[src/rtl/snn_window_ctrl.sv]
// snn_window_ctrl -- sequences one SNN evaluation window:
//   IDLE -> CLEAR (snn_rst for CLR_LEN cycles) -> RUN (snn_en for WIN_LEN
//   cycles) -> DRAIN (1 cycle) -> REPORT (hold result until handshake).
// Spike counts use a one-cycle-shifted window (RUN cycles 2..WIN_LEN plus
// DRAIN), because the SNN registers its spike output one cycle after snn_en.
// Optional build macro: SNN_CTRL_AUTORUN_EN -- the REPORT handshake goes
// straight back to CLEAR, so windows repeat without a new start pulse.
// All outputs are registered; reset is synchronous, active-high.
module snn_window_ctrl #(
   parameter int WIN_LEN = 64,
   parameter int CLR_LEN = 2,
   parameter int CNT_W   = 8,
   parameter int MIN_SPK = 4
) (
   input  logic             clk,
   input  logic             rst,
   input  logic             start,
   input  logic [1:0]       spike_in,
   output logic             snn_en,
   output logic             snn_rst,
   output logic             busy,
   output logic             res_valid,
   input  logic             res_ready,
   output logic [1:0]       res_cmd,
   output logic [CNT_W-1:0] cnt_l,
   output logic [CNT_W-1:0] cnt_r
);

   typedef enum logic [2:0] {
      S_IDLE   = 3'd0,
      S_CLEAR  = 3'd1,
      S_RUN    = 3'd2,
      S_DRAIN  = 3'd3,
      S_REPORT = 3'd4
   } state_t;

   localparam logic [15:0]      WIN_LAST = 16'(WIN_LEN - 1);
   localparam logic [3:0]       CLR_LAST = 4'(CLR_LEN - 1);
   localparam logic [CNT_W-1:0] CNT_MAX  = {CNT_W{1'b1}};
   localparam logic [CNT_W-1:0] CNT_ONE  = CNT_W'(1);

   // Saturating increment: a counter at full scale stays there.
   function automatic logic [CNT_W-1:0] sat_inc(input logic [CNT_W-1:0] c, input logic s);
      if (s && (c != CNT_MAX)) begin
         return c + CNT_ONE;
      end else begin
         return c;
      end
   endfunction

   // Steering decision from the two window counts.
   function automatic logic [1:0] steer_cmd(input logic [CNT_W-1:0] l, input logic [CNT_W-1:0] r);
      if ((32'(l) < MIN_SPK) && (32'(r) < MIN_SPK)) begin
         return 2'b00;
      end else if (l > r) begin
         return 2'b01;
      end else if (r > l) begin
         return 2'b10;
      end else begin
         return 2'b11;
      end
   endfunction

   state_t           state_r;
   state_t           state_nxt_s;
   logic [3:0]       clr_cnt_r;
   logic [15:0]      win_cnt_r;
   logic [CNT_W-1:0] acc_l_r;
   logic [CNT_W-1:0] acc_r_r;
   logic [CNT_W-1:0] acc_l_nxt_s;
   logic [CNT_W-1:0] acc_r_nxt_s;
   logic             clr_done_s;
   logic             win_done_s;
   logic             count_en_s;
   logic             snn_en_r;
   logic             snn_rst_r;
   logic             busy_r;
   logic             res_valid_r;
   logic [1:0]       res_cmd_r;
   logic [CNT_W-1:0] cnt_l_r;
   logic [CNT_W-1:0] cnt_r_r;

   assign clr_done_s = (clr_cnt_r == CLR_LAST);
   assign win_done_s = (win_cnt_r == WIN_LAST);

   // State register.
   always_ff @(posedge clk) begin
      if (rst) begin
         state_r <= S_IDLE;
      end else begin
         state_r <= state_nxt_s;
      end
   end

   // Next-state logic; start is only looked at in IDLE.
   always_comb begin
      state_nxt_s = state_r;
      case (state_r)
         S_IDLE: begin
            if (start) begin
               state_nxt_s = S_CLEAR;
            end else begin
               state_nxt_s = S_IDLE;
            end
         end
         S_CLEAR: begin
            if (clr_done_s) begin
               state_nxt_s = S_RUN;
            end else begin
               state_nxt_s = S_CLEAR;
            end
         end
         S_RUN: begin
            if (win_done_s) begin
               state_nxt_s = S_DRAIN;
            end else begin
               state_nxt_s = S_RUN;
            end
         end
         S_DRAIN: begin
            state_nxt_s = S_REPORT;
         end
         S_REPORT: begin
            // res_valid is always high in REPORT, so res_ready alone completes the handshake.
            if (res_ready) begin
`ifdef SNN_CTRL_AUTORUN_EN
               state_nxt_s = S_CLEAR;
`else
               state_nxt_s = S_IDLE;
`endif
            end else begin
               state_nxt_s = S_REPORT;
            end
         end
         default: begin
            state_nxt_s = S_IDLE;
         end
      endcase
   end

   // Cycle counters for the CLEAR and RUN phases; zero outside their phase.
   always_ff @(posedge clk) begin
      if (rst) begin
         clr_cnt_r <= 4'd0;
         win_cnt_r <= 16'd0;
      end else begin
         if ((state_r == S_CLEAR) && !clr_done_s) begin
            clr_cnt_r <= clr_cnt_r + 4'd1;
         end else begin
            clr_cnt_r <= 4'd0;
         end
         if ((state_r == S_RUN) && !win_done_s) begin
            win_cnt_r <= win_cnt_r + 16'd1;
         end else begin
            win_cnt_r <= 16'd0;
         end
      end
   end

   // Spike sampling window: RUN cycles 2..WIN_LEN and the DRAIN cycle.
   always_comb begin
      count_en_s  = 1'b0;
      acc_l_nxt_s = acc_l_r;
      acc_r_nxt_s = acc_r_r;
      if (((state_r == S_RUN) && (win_cnt_r != 16'd0)) || (state_r == S_DRAIN)) begin
         count_en_s  = 1'b1;
      end else begin
         count_en_s  = 1'b0;
      end
      if (count_en_s) begin
         acc_l_nxt_s = sat_inc(acc_l_r, spike_in[0]);
         acc_r_nxt_s = sat_inc(acc_r_r, spike_in[1]);
      end else begin
         acc_l_nxt_s = acc_l_r;
         acc_r_nxt_s = acc_r_r;
      end
   end

   // Working spike accumulators, cleared during CLEAR.
   always_ff @(posedge clk) begin
      if (rst) begin
         acc_l_r <= '0;
         acc_r_r <= '0;
      end else if (state_r == S_CLEAR) begin
         acc_l_r <= '0;
         acc_r_r <= '0;
      end else begin
         acc_l_r <= acc_l_nxt_s;
         acc_r_r <= acc_r_nxt_s;
      end
   end

   // Result capture on DRAIN exit, including the DRAIN-cycle spike; held otherwise.
   always_ff @(posedge clk) begin
      if (rst) begin
         cnt_l_r   <= '0;
         cnt_r_r   <= '0;
         res_cmd_r <= 2'b00;
      end else if (state_r == S_DRAIN) begin
         cnt_l_r   <= acc_l_nxt_s;
         cnt_r_r   <= acc_r_nxt_s;
         res_cmd_r <= steer_cmd(acc_l_nxt_s, acc_r_nxt_s);
      end else begin
         cnt_l_r   <= cnt_l_r;
         cnt_r_r   <= cnt_r_r;
         res_cmd_r <= res_cmd_r;
      end
   end

   // Control outputs registered from the next state so they align with the state register.
   always_ff @(posedge clk) begin
      if (rst) begin
         snn_en_r    <= 1'b0;
         snn_rst_r   <= 1'b1;
         busy_r      <= 1'b0;
         res_valid_r <= 1'b0;
      end else begin
         snn_en_r    <= (state_nxt_s == S_RUN);
         snn_rst_r   <= (state_nxt_s == S_CLEAR);
         busy_r      <= (state_nxt_s != S_IDLE);
         res_valid_r <= (state_nxt_s == S_REPORT);
      end
   end

   assign snn_en    = snn_en_r;
   assign snn_rst   = snn_rst_r;
   assign busy      = busy_r;
   assign res_valid = res_valid_r;
   assign res_cmd   = res_cmd_r;
   assign cnt_l     = cnt_l_r;
   assign cnt_r     = cnt_r_r;

endmodule

[config.mk]
export PLATFORM = sky130hd
export DESIGN_NAME = snn_window_ctrl
export DESIGN_NICKNAME = d
export VERILOG_FILES = /design/src/rtl/snn_window_ctrl.sv
export SDC_FILE = /design/constraint.sdc
export NUM_CORES = 1
export LEC_CHECK = 0
export CAP_MARGIN = 10
export CELL_PAD_IN_SITES_DETAIL_PLACEMENT = 0
export CELL_PAD_IN_SITES_GLOBAL_PLACEMENT = 1
export CORE_UTILIZATION = 35
export DETAILED_ROUTE_END_ITERATION = 16
export PLACE_DENSITY = 0.72
export SKIP_LAST_GASP = 1
export SYNTH_ARGS = -nofsm -noshare
export SYNTH_HDL_FRONTEND = slang
export SYNTH_SLANG_ARGS = --single-unit
[constraint.sdc]
create_clock -name clk -period 2.8 [get_ports clk]
set_clock_uncertainty 0.2 [all_clocks]
set_input_delay 0.42 -clock clk [delete_from_list [all_inputs] [get_ports clk]]
set_output_delay 0.42 -clock clk [all_outputs]
set_load 0.02 [all_outputs]
# Word level (Yosys, flattened, before mapping)
# Index checks and enable logic that the tools add are counted.
[word_totals]
register_bits = 61
latchBits = 0
ram_bits = 0
romBits = 0
inputBits = 6
out_inout_bits = 22
wordCells = 61
memories = 0
[op_classes]
add_sub_neg = 4
mul = 0
div = 0
magnitude_cmp = 4
eq_ne = 11
shift = 0
n_mux = 13
bitwise_logic = 2
reduce_logical = 15
[op_table]
columns = ["cell", "count"]
rows = [
  ["two-way mux 8 bit", 4],
  ["adder 16 x 1 -> 16 bit, second input constant", 1],
  ["adder 8 x 1 -> 8 bit, second input constant", 2],
  ["equality test 16 x 6 -> 1 bit, second input constant", 1],
  ["greater-than comparator 8 bit", 2],
  ["< comparator 8 x 3 -> 1 bit, second input constant", 2],
  ["!= test 8 bit, second input constant", 2],
  ["nonzero test 16 bit", 1],
  ["one-hot mux 3 bit (5 select lines)", 1],
  ["equality test 3 x 2 -> 1 bit, second input constant", 3],
  ["equality test 3 x 1 -> 1 bit, second input constant", 2],
  ["equality test 3 bit, second input constant", 2],
  ["logical AND 1 bit", 6],
  ["two-way mux 2 bit", 3],
  ["OR reduction 2 bit", 3],
  ["adder 4 x 1 -> 4 bit, second input constant", 1],
  ["equality test 4 x 1 -> 1 bit, second input constant", 1],
  ["two-way mux 1 bit", 4],
  ["zero test 3 bit", 1],
  ["two-way mux 3 bit", 1],
  ["nonzero test 3 bit", 1],
  ["zero test 1 bit", 2],
  ["inverter 1 bit", 2],
  ["logical OR 1 bit", 1],
]

# Longest topological paths before layout
# Gate-level depths: netlist of the first run.
[depth]
ltp_word = 9
mapped_depth = 14
mapped_depth_nobuf = 14

# Least setup slack after synthesis of the first run
# OpenSTA, ideal clock, no wires.
[synth_timing]
path_kind = "reg-to-reg"
startpoint = "reg win_cnt_r[0]"
endpoint = "reg res_cmd_r[0] (netlist: res_cmd[0])"
t_arrival_ns = 2.588
required_time_ns = 2.509
setup_slack_ns = -0.079
stages_incl_launch_ff = 15
path_buffers = 0
cell_sequence = "dfxtp_1 > inv_1 > ha_1 > nor4b_2 > nand4_2 > nand2_1 > mux2i_1 > inv_1 > ha_1 > nor2b_1 > o21a_1 > o21a_1 > o21bai_1 > a221oi_1 > a311oi_1"
[synth_between]
elab_chain_cells = 9
elab_cells_between_ends = 14
cone_classes = "4 x order compare; 6 x mux; 4 x reduce/logical"
[synth_rtl]
columns = ["element", "line_no", "text"]
rows = [
  ["from (decl)", "67", "logic [15:0] win_cnt_r;"],
  ["from (signal assigned)", "153", "win_cnt_r <= win_cnt_r + 16'd1;"],
  ["nonzero test 16 bit *", "165", "if (((state_r == S_RUN) && (win_cnt_r != 16'd0)) || (state_r == S_DRAIN)) begin"],
  ["logical AND 1 bit *", "165", ""],
  ["logical OR 1 bit *", "165", ""],
  ["two-way mux 1 bit *", "165", ""],
  ["two-way mux 8 bit *", "170", "if (count_en_s) begin"],
  ["via acc_r_nxt_s[1]", "71", "logic [CNT_W-1:0] acc_r_nxt_s;"],
  ["greater-than comparator 8 bit", "57", "end else if (r > l) begin"],
  ["two-way mux 1 bit", "57", ""],
  ["two-way mux 2 bit", "55", "end else if (l > r) begin"],
  ["two-way mux 2 bit *", "53", "if ((32'(l) < MIN_SPK) && (32'(r) < MIN_SPK)) begin"],
  ["to (signal assigned)", "202", "res_cmd_r <= steer_cmd(acc_l_nxt_s, acc_r_nxt_s);"],
  ["to (signal assigned)", "206", "res_cmd_r <= res_cmd_r;"],
  ["to (decl)", "79", "logic [1:0] res_cmd_r;"],
]
# Mark *: on every way through the listed nets, which the timed path passes. The rest lies on a longest branch.
# A chain may end at the register's enable or synchronous reset.

# Worst setup path in the final report of the first run
[layout_timing]
startpoint = "reg win_cnt_r[1]"
endpoint = "reg res_cmd_r[0] (netlist: res_cmd[0])"
[layout_between]
elab_chain_cells = 9
elab_cells_between_ends = 14
cone_classes = "4 x order compare; 6 x mux; 4 x reduce/logical"
[layout_rtl]
columns = ["element", "line_no"]
rows = [
  ["nonzero test 16 bit *", "165"],
  ["logical AND 1 bit *", "165"],
  ["logical OR 1 bit *", "165"],
  ["two-way mux 1 bit *", "165"],
  ["two-way mux 8 bit", "170"],
  ["greater-than comparator 8 bit", "57"],
  ["two-way mux 1 bit", "57"],
  ["two-way mux 2 bit", "55"],
  ["two-way mux 2 bit *", "53"],
]
# Mark *: on every way between the ends. The rest lies on a longest branch, timed or not.

==> impl_results.md, run 1 <==
* Status: finished with violations
* Failing checks: negative setup slack
* Yosys top cell by area: dfxtp_1
* Starting Density at 0.362
* Worst-case clock buffer depth at 2
* IO buf count at 27
* All-Layer GR Usage at 0.188
* Total power at roughly 1.9 mW
* Post-DP HPWL at 5440 um
* Cells after DPL at 515
* Period utilization at 1.04
* Setup crit start: win_cnt_r[1]
* Fin. Hold Viols at 0
* Post-synth ARST share at 0
* Cells after Synth at 332
* Clock slew at the register clock pins of the worst setup and hold paths at around 0.07 ns
* Clock sink count at 61
* Core Region at 8220 um2
* Max Fanout on Critical Path at 5
* PwrDens at 446 nW/um2
* Filler Cell Count at 769
* Die X-Extent at 94.2 um
* Clock Latency Late Sink at 0.35 ns
* Avg Synthesized Cell Area at 8.96 um2
* Footprint of the multi-input gates at 1750 um2
* Worst slew pin tran at 0.540 ns
* Logic gate share of total power at 0.056
* Cell mode on critical path: o21a_1
* Post-route minimum period at 2.91 ns
* Syn_nets at 352
* Total gr overflow at 0
* Internal at 1.42 mW
* Remaining DRCs at 0
* Average wire per standard cell at 13.9 um
* Seq/Total Area, Yosys at 0.410
* YS warnings at 0
* Slew HR at 0.640
* IO Pins at 28
* Crit Path Category: reg -> reg
* Register Area at 1220 um2
* Leakage power at 1.67 nW
* Rows at 33
* 1st-iter DRT viols at 102
* WL final at 7430 um
* CP Buf/Inv Count at 1
* CTS Root Cell: clkbuf_8
* Fmax at approximately 340 MHz
* Switch share at 0.232
* Clock share of power at 0.468
* Post-Layout Cell Count at 536
* Worst R2R Start: win_cnt_r[1]
* Post-place setup slack at -0.528 ns
* Final nets at approximately 450
* TritonRoute pass-1 iters at 4
* Yosys cell types at 55
* Synth Flop Type: dfxtp_1
* Critical path capture point type: flop
* Die Y at 94.2 um
* First-pass GRT wire length at 12,700 um
* Worst setup SP type: flop
* Via count at between 2,000 and 3,000
* Synth top cells by count: 61 x dfxtp_1, 53 x nor2_1, 23 x nand2_1
* Unrepaired setup endpoints after global routing: yes
* ANT cells at 0
* Peak supply drop at 0.236 mV
* Final worst setup slack at -0.113 ns
* Final ANT Viol Nets at 0
* Largest cells by area after synthesis: dfxtp_1 41%, nor2_1 6.7%, ha_1 5.9%
* Worst hold path type: reg -> reg
* Max-cap violations at 0
* Sequential share of power at 0.476
* Worst path cell trace: inv_2 -> ha_4 -> nor4b_4 -> nand4_4 -> nand4_1 -> mux2i_2 -> ha_1 -> nor2b_1 -> o21a_1 -> o21a_1 -> o21bai_4 -> a221oi_2 -> a311oi_2
* Crit path max-delay family: compound AO/OA/AOI/OAI gates
* Crit path largest cell delay at 0.32 ns
* Area growth from synthesis to layout at 39.7%
* Hold_ws at around 0.27 ns
* Gp weighted congestion at approximately 0.86
* Via/cell ratio at 4.89
* CTS tree: done
* Most frequent cell after synthesis: dfxtp_1
* Synth Register Bits at 61
* Min-delay src: cnt_r[6]
* Switching pwr at around 430 uW
* Layout cells sized above 1 at 0.276
* Largest net degree at the start of global routing at 29
* TNS Setup at -0.145 ns
* Worst Path Required at 2.86 ns
* Final Slew Violations at 0
* Slowest stage cell, crit path: dfxtp_2
* # setup viols final at 2
* DIE AREA at 8870 um2
* Critical Path AT at 2.98 ns
* Synthesized area at 2980 um2
* CTS Buf Count at 9
* H-tree depth at 3
* Initial antenna violation count at 0
* EDFF count, synth at 0
* Top-area cell type share of the netlist area at 0.410
* Number of global-route vias before repair at 2,614
==> power by group through the flow <==
stage / clock [mW] / sequential, mW / combinational [mW]
2_1_floorplan: 0 / 0.908 / 0.0503
3_3_place_gp: 0 / 0.901 / 0.0998
3_5_place_dp: 0 / 0.902 / 0.101
4_1_cts: 0.892 / 0.882 / 0.104
5_1_grt: 0.927 / 0.883 / 0.113
6_report: 0.867 / 0.882 / 0.104
==> metal layers <==
metal	vias up	track usage	share of wire
met4	0	0.0821	0.025
met3	16	0.0502	0.037
li1	1358	-	-
met5	-	0	0
met1	1204	0.257	0.52
met2	44	0.273	0.42
==> sequential cells by signal, summed over array words and instances, names as in the netlist <==
signal	count
acc_l_r	8
res_valid	1
snn_rst	1
win_cnt_r	16
cnt_r	8
cnt_l	8
clr_cnt_r	4
res_cmd	2
acc_r_r	8
busy	1
state_r	3
snn_en	1
==> final cells by class <==
| class | count | share of cell area |
|---|---|---|
| clock buffers | 10 | 0.0307 |
| clock inverters | 6 | 0.0211 |
| inverters | 15 | 0.0136 |
| multi-input cells | 244 | 0.421 |
| flip-flops and latches | 61 | 0.294 |
| well taps | 105 | 0.0316 |
| repair buffers | 95 | 0.188 |
==> cells by family after synthesis <==
| family | Yosys count | share of synthesized area |
|---|---|---|
| buffers and inverters | 27 | 0.0412 |
| adders and majority gates | 14 | 0.0589 |
| muxes | 6 | 0.0219 |
| DFF | 61 | 0.410 |
| xor gates and xnor gates | 25 | 0.0736 |
| and+or+nand+nor | 149 | 0.281 |
| AOI/OAI and AO/OA | 50 | 0.113 |
==> metrics by stage <==
stage | instance area (um2) | util
3_5_place_dp | 3810 | 0.464
2_1_floorplan | 3000 | -
5_1_grt | 4160 | 0.506
3_3_place_gp | 3810 | 0.464
6_report | 4160 | 0.506
4_1_cts | 4080 | 0.496
==> worst min-delay path, cell delays in order, from the launching register on <==
cell     delay, ns
dfxtp_1       0.32
nand2_1       0.05
a21oi_1       0.05
==> repair_timing <==
item	CTS	global route
setup endpoints to repair	2	2
hold buffers	0	0
resized for setup	7	11
setup buffers	3	2
pin swaps	6	10
==> path summary, 6_finish.rpt <==
check	end	slack, ns	depth (start not counted)
setup / recovery	res_cmd[0]	-0.11	13
hold / removal	cnt_r[6]	0.27	2
setup reg to reg	res_cmd[0]	-0.11	13
hold reg to reg	cnt_r[6]	0.27	2
==> placed cells by master, fill, tap and decap left out, drive strengths merged, types with 7 or more instances in the layout <==
cell type      Yosys  routed
xnor2             11      11
clkdlybuf4s50      0      27
a211oi            13      13
dfxtp             61      61
a21oi             12      12
nand2             23      23
ha                14      14
inv               15      15
clkbuf             7      10
buf                5      68
nand3             13      13
nand4              8       8
nor2              53      53
xor2              14      14
and3               9       9
o21ai              7       7
No activity file was read; power rests on OpenSTA's default activity.
==> run 2: changes to the inputs <==
Settings changed: PLACE_DENSITY 0.72 to 0.78, REMOVE_ABC_BUFFERS set to 1.
==> run 2 against run 1 <==
Net effect: the run still ends with negative setup slack left; sequential power hardly changed; sequential cell count stayed put; clock power is 19% lower; combinational power is 4% higher; critical path type unchanged; largest power group unchanged.
==> impl_results.md, run 2 (synthesis gave the netlist of run 1 again) <==
* TritonRoute pass-1 iters at 4
* Number of global-route vias before repair at approximately 2,600
* PwrDens at 415 nW/um2
* Post-DP HPWL at 5340 um
* IO buf count at 27
* Core Region at 8220 um2
* Crit path largest cell delay at 0.32 ns
* Rows at 33
* First-pass GRT wire length at 12,300 um
* Register Area at 1220 um2
* Cell mode on critical path: o21a_1
* Unrepaired setup endpoints after global routing: yes
* Most flops, register: win_cnt_r
* Layout cells sized above 1 at 0.267
* Gp weighted congestion at between 0.8 and 0.9
* Worst path cell trace: inv_2 -> ha_4 -> nor4b_4 -> nand4_4 -> nand4_1 -> mux2i_2 -> ha_1 -> nor2b_4 -> o21a_1 -> o21a_1 -> o21bai_4 -> a221oi_2 -> a311oi_1
* Area growth from synthesis to layout at 37.3%
* Post-route cell area at about 4000 um2
* Slew HR at 0.632
* Worst hold path type: reg -> reg
* # setup viols final at 2
* Most common cell after layout, fill and taps aside: buf_4
* Period utilization at 1.06
* Clock Latency Late Sink at 0.33 ns
* Clock slew at the register clock pins of the worst setup and hold paths at 0.06 ns
* Initial antenna violation count at 0
* All-Layer GR Usage at 0.182
* Clock sink count at 61
* Final ANT Viol Nets at 0
* CTS Root Cell: clkbuf_8
* Worst-case reg-to-reg path depth at 13
* CTS Buf Count at 9
* Post-place setup slack at -0.420 ns
* Filler Cell Count at between 700 and 800
* Worst setup SP type: flop
* Largest register FFs at 16
* ANT cells at 0
* WL final at 7290 um
* Largest net degree at the start of global routing at 30
* Post-route minimum period at between 2 and 3 ns
* Hold path depth at 1
* 1st-iter DRT viols at 88
* Die Y at 94.2 um
* Remaining DRCs at 0
* Slowest stage cell, crit path: dfxtp_2
* Worst-case clock buffer depth at 2
* Total gr overflow at 0
* Footprint of the multi-input gates at 1730 um2
* CTS tree: done
* Leakage power at around 1.7 nW
* Crit Path Category: reg -> reg
* Final nets at 443
* Total power at roughly 1.7 mW
* Max Fanout on Critical Path at 6
* Reg2reg setup slack at -0.18 ns
* Fmax at 336 MHz
* Average wire per standard cell at roughly 14 um
* Critical path capture point type: flop
* Area of placed instances at 3790 um2
* Hold_ws at 0.266 ns
* Critical Path AT at 3.02 ns
* Final worst setup slack at -0.180 ns
* H-tree depth at 3
* Via/cell ratio at 4.93
* Starting Density at 0.362
* Commonest cells after routing, fill and taps aside: 64 x buf_4, 58 x dfxtp_1, 52 x nor2_1
* # hold bufs at CTS at 0
* IO Pins at 28
* Failing checks: negative setup slack
* Max-cap violations at 0
* Worst slew pin tran at 0.551 ns
* Fin. Hold Viols at 0
* Worst Path Required at 2.84 ns
* Final Slew Violations at 0
* Peak supply drop at 0.212 mV
* Status: finished with violations
* DIE AREA at 8870 um2
* Via count at 2,624
* Die X-Extent at 94.2 um
run 2: stage by stage:
stage | setup TNS (ns) | std cells | util
finish | -0.353 | 532 | 0.497
global route | -0.665 | 532 | 0.497
CTS | -0.282 | 531 | 0.493
detailed placement | -0.775 | 515 | 0.461
global placement | -0.692 | 515 | 0.461
floorplan | -0.0896 | 320 | -
run 2: critical path, delay by kind of cell (launching register included):
kind | cells | cell delay, ns
multiplexers | 1 | 0.28
flip-flops | 1 | 0.32
adder cells (fa/ha/maj) | 2 | 0.41
buffers and inverters | 1 | 0.06
AO/OA/AOI/OAI | 5 | 0.79
AND/OR/NAND/NOR | 4 | 0.84
run 2: final cells by class:
class	instances	share of cell area
inverter	15	0.0138
sequential	61	0.300
multi-input combinational	244	0.424
clock inverter	1	0.00123
timing repair buffer	92	0.187
tap	105	0.0322
clock buffer	14	0.0423
run 2: report_power, final:
group	switching (mW)	internal, mW	leakage (nW)	total [mW]
Clock	0.317	0.388	0.0926	0.705
Sequential	0.00523	0.877	0.494	0.882
Combinational	0.0598	0.0482	1.06	0.108
Total	0.382	1.31	1.65	1.70
run 2: per-layer routing:
metal	up-vias	track usage	routed length, um	part of all wire
met5	-	0	0	0
met4	0	0.0590	80	0.011
met3	9	0.0502	317	0.044
met2	53	0.312	3570	0.49
met1	1215	0.218	3320	0.45
li1	1347	-	-	-
run 2: final timing paths:
check                from            to
min          clr_cnt_r[0]  clr_cnt_r[0]
max reg2reg  win_cnt_r[0]    res_cmd[0]
min reg2reg  clr_cnt_r[0]  clr_cnt_r[0]
max          win_cnt_r[0]    res_cmd[0]
run 2: timing repair:
action	4_1_cts	5_1_grt
setup buffers	1	1
endpoints found under the setup margin	2	2
pin swaps	11	6
hold endpoints to repair	0	0
resized for setup	17	6
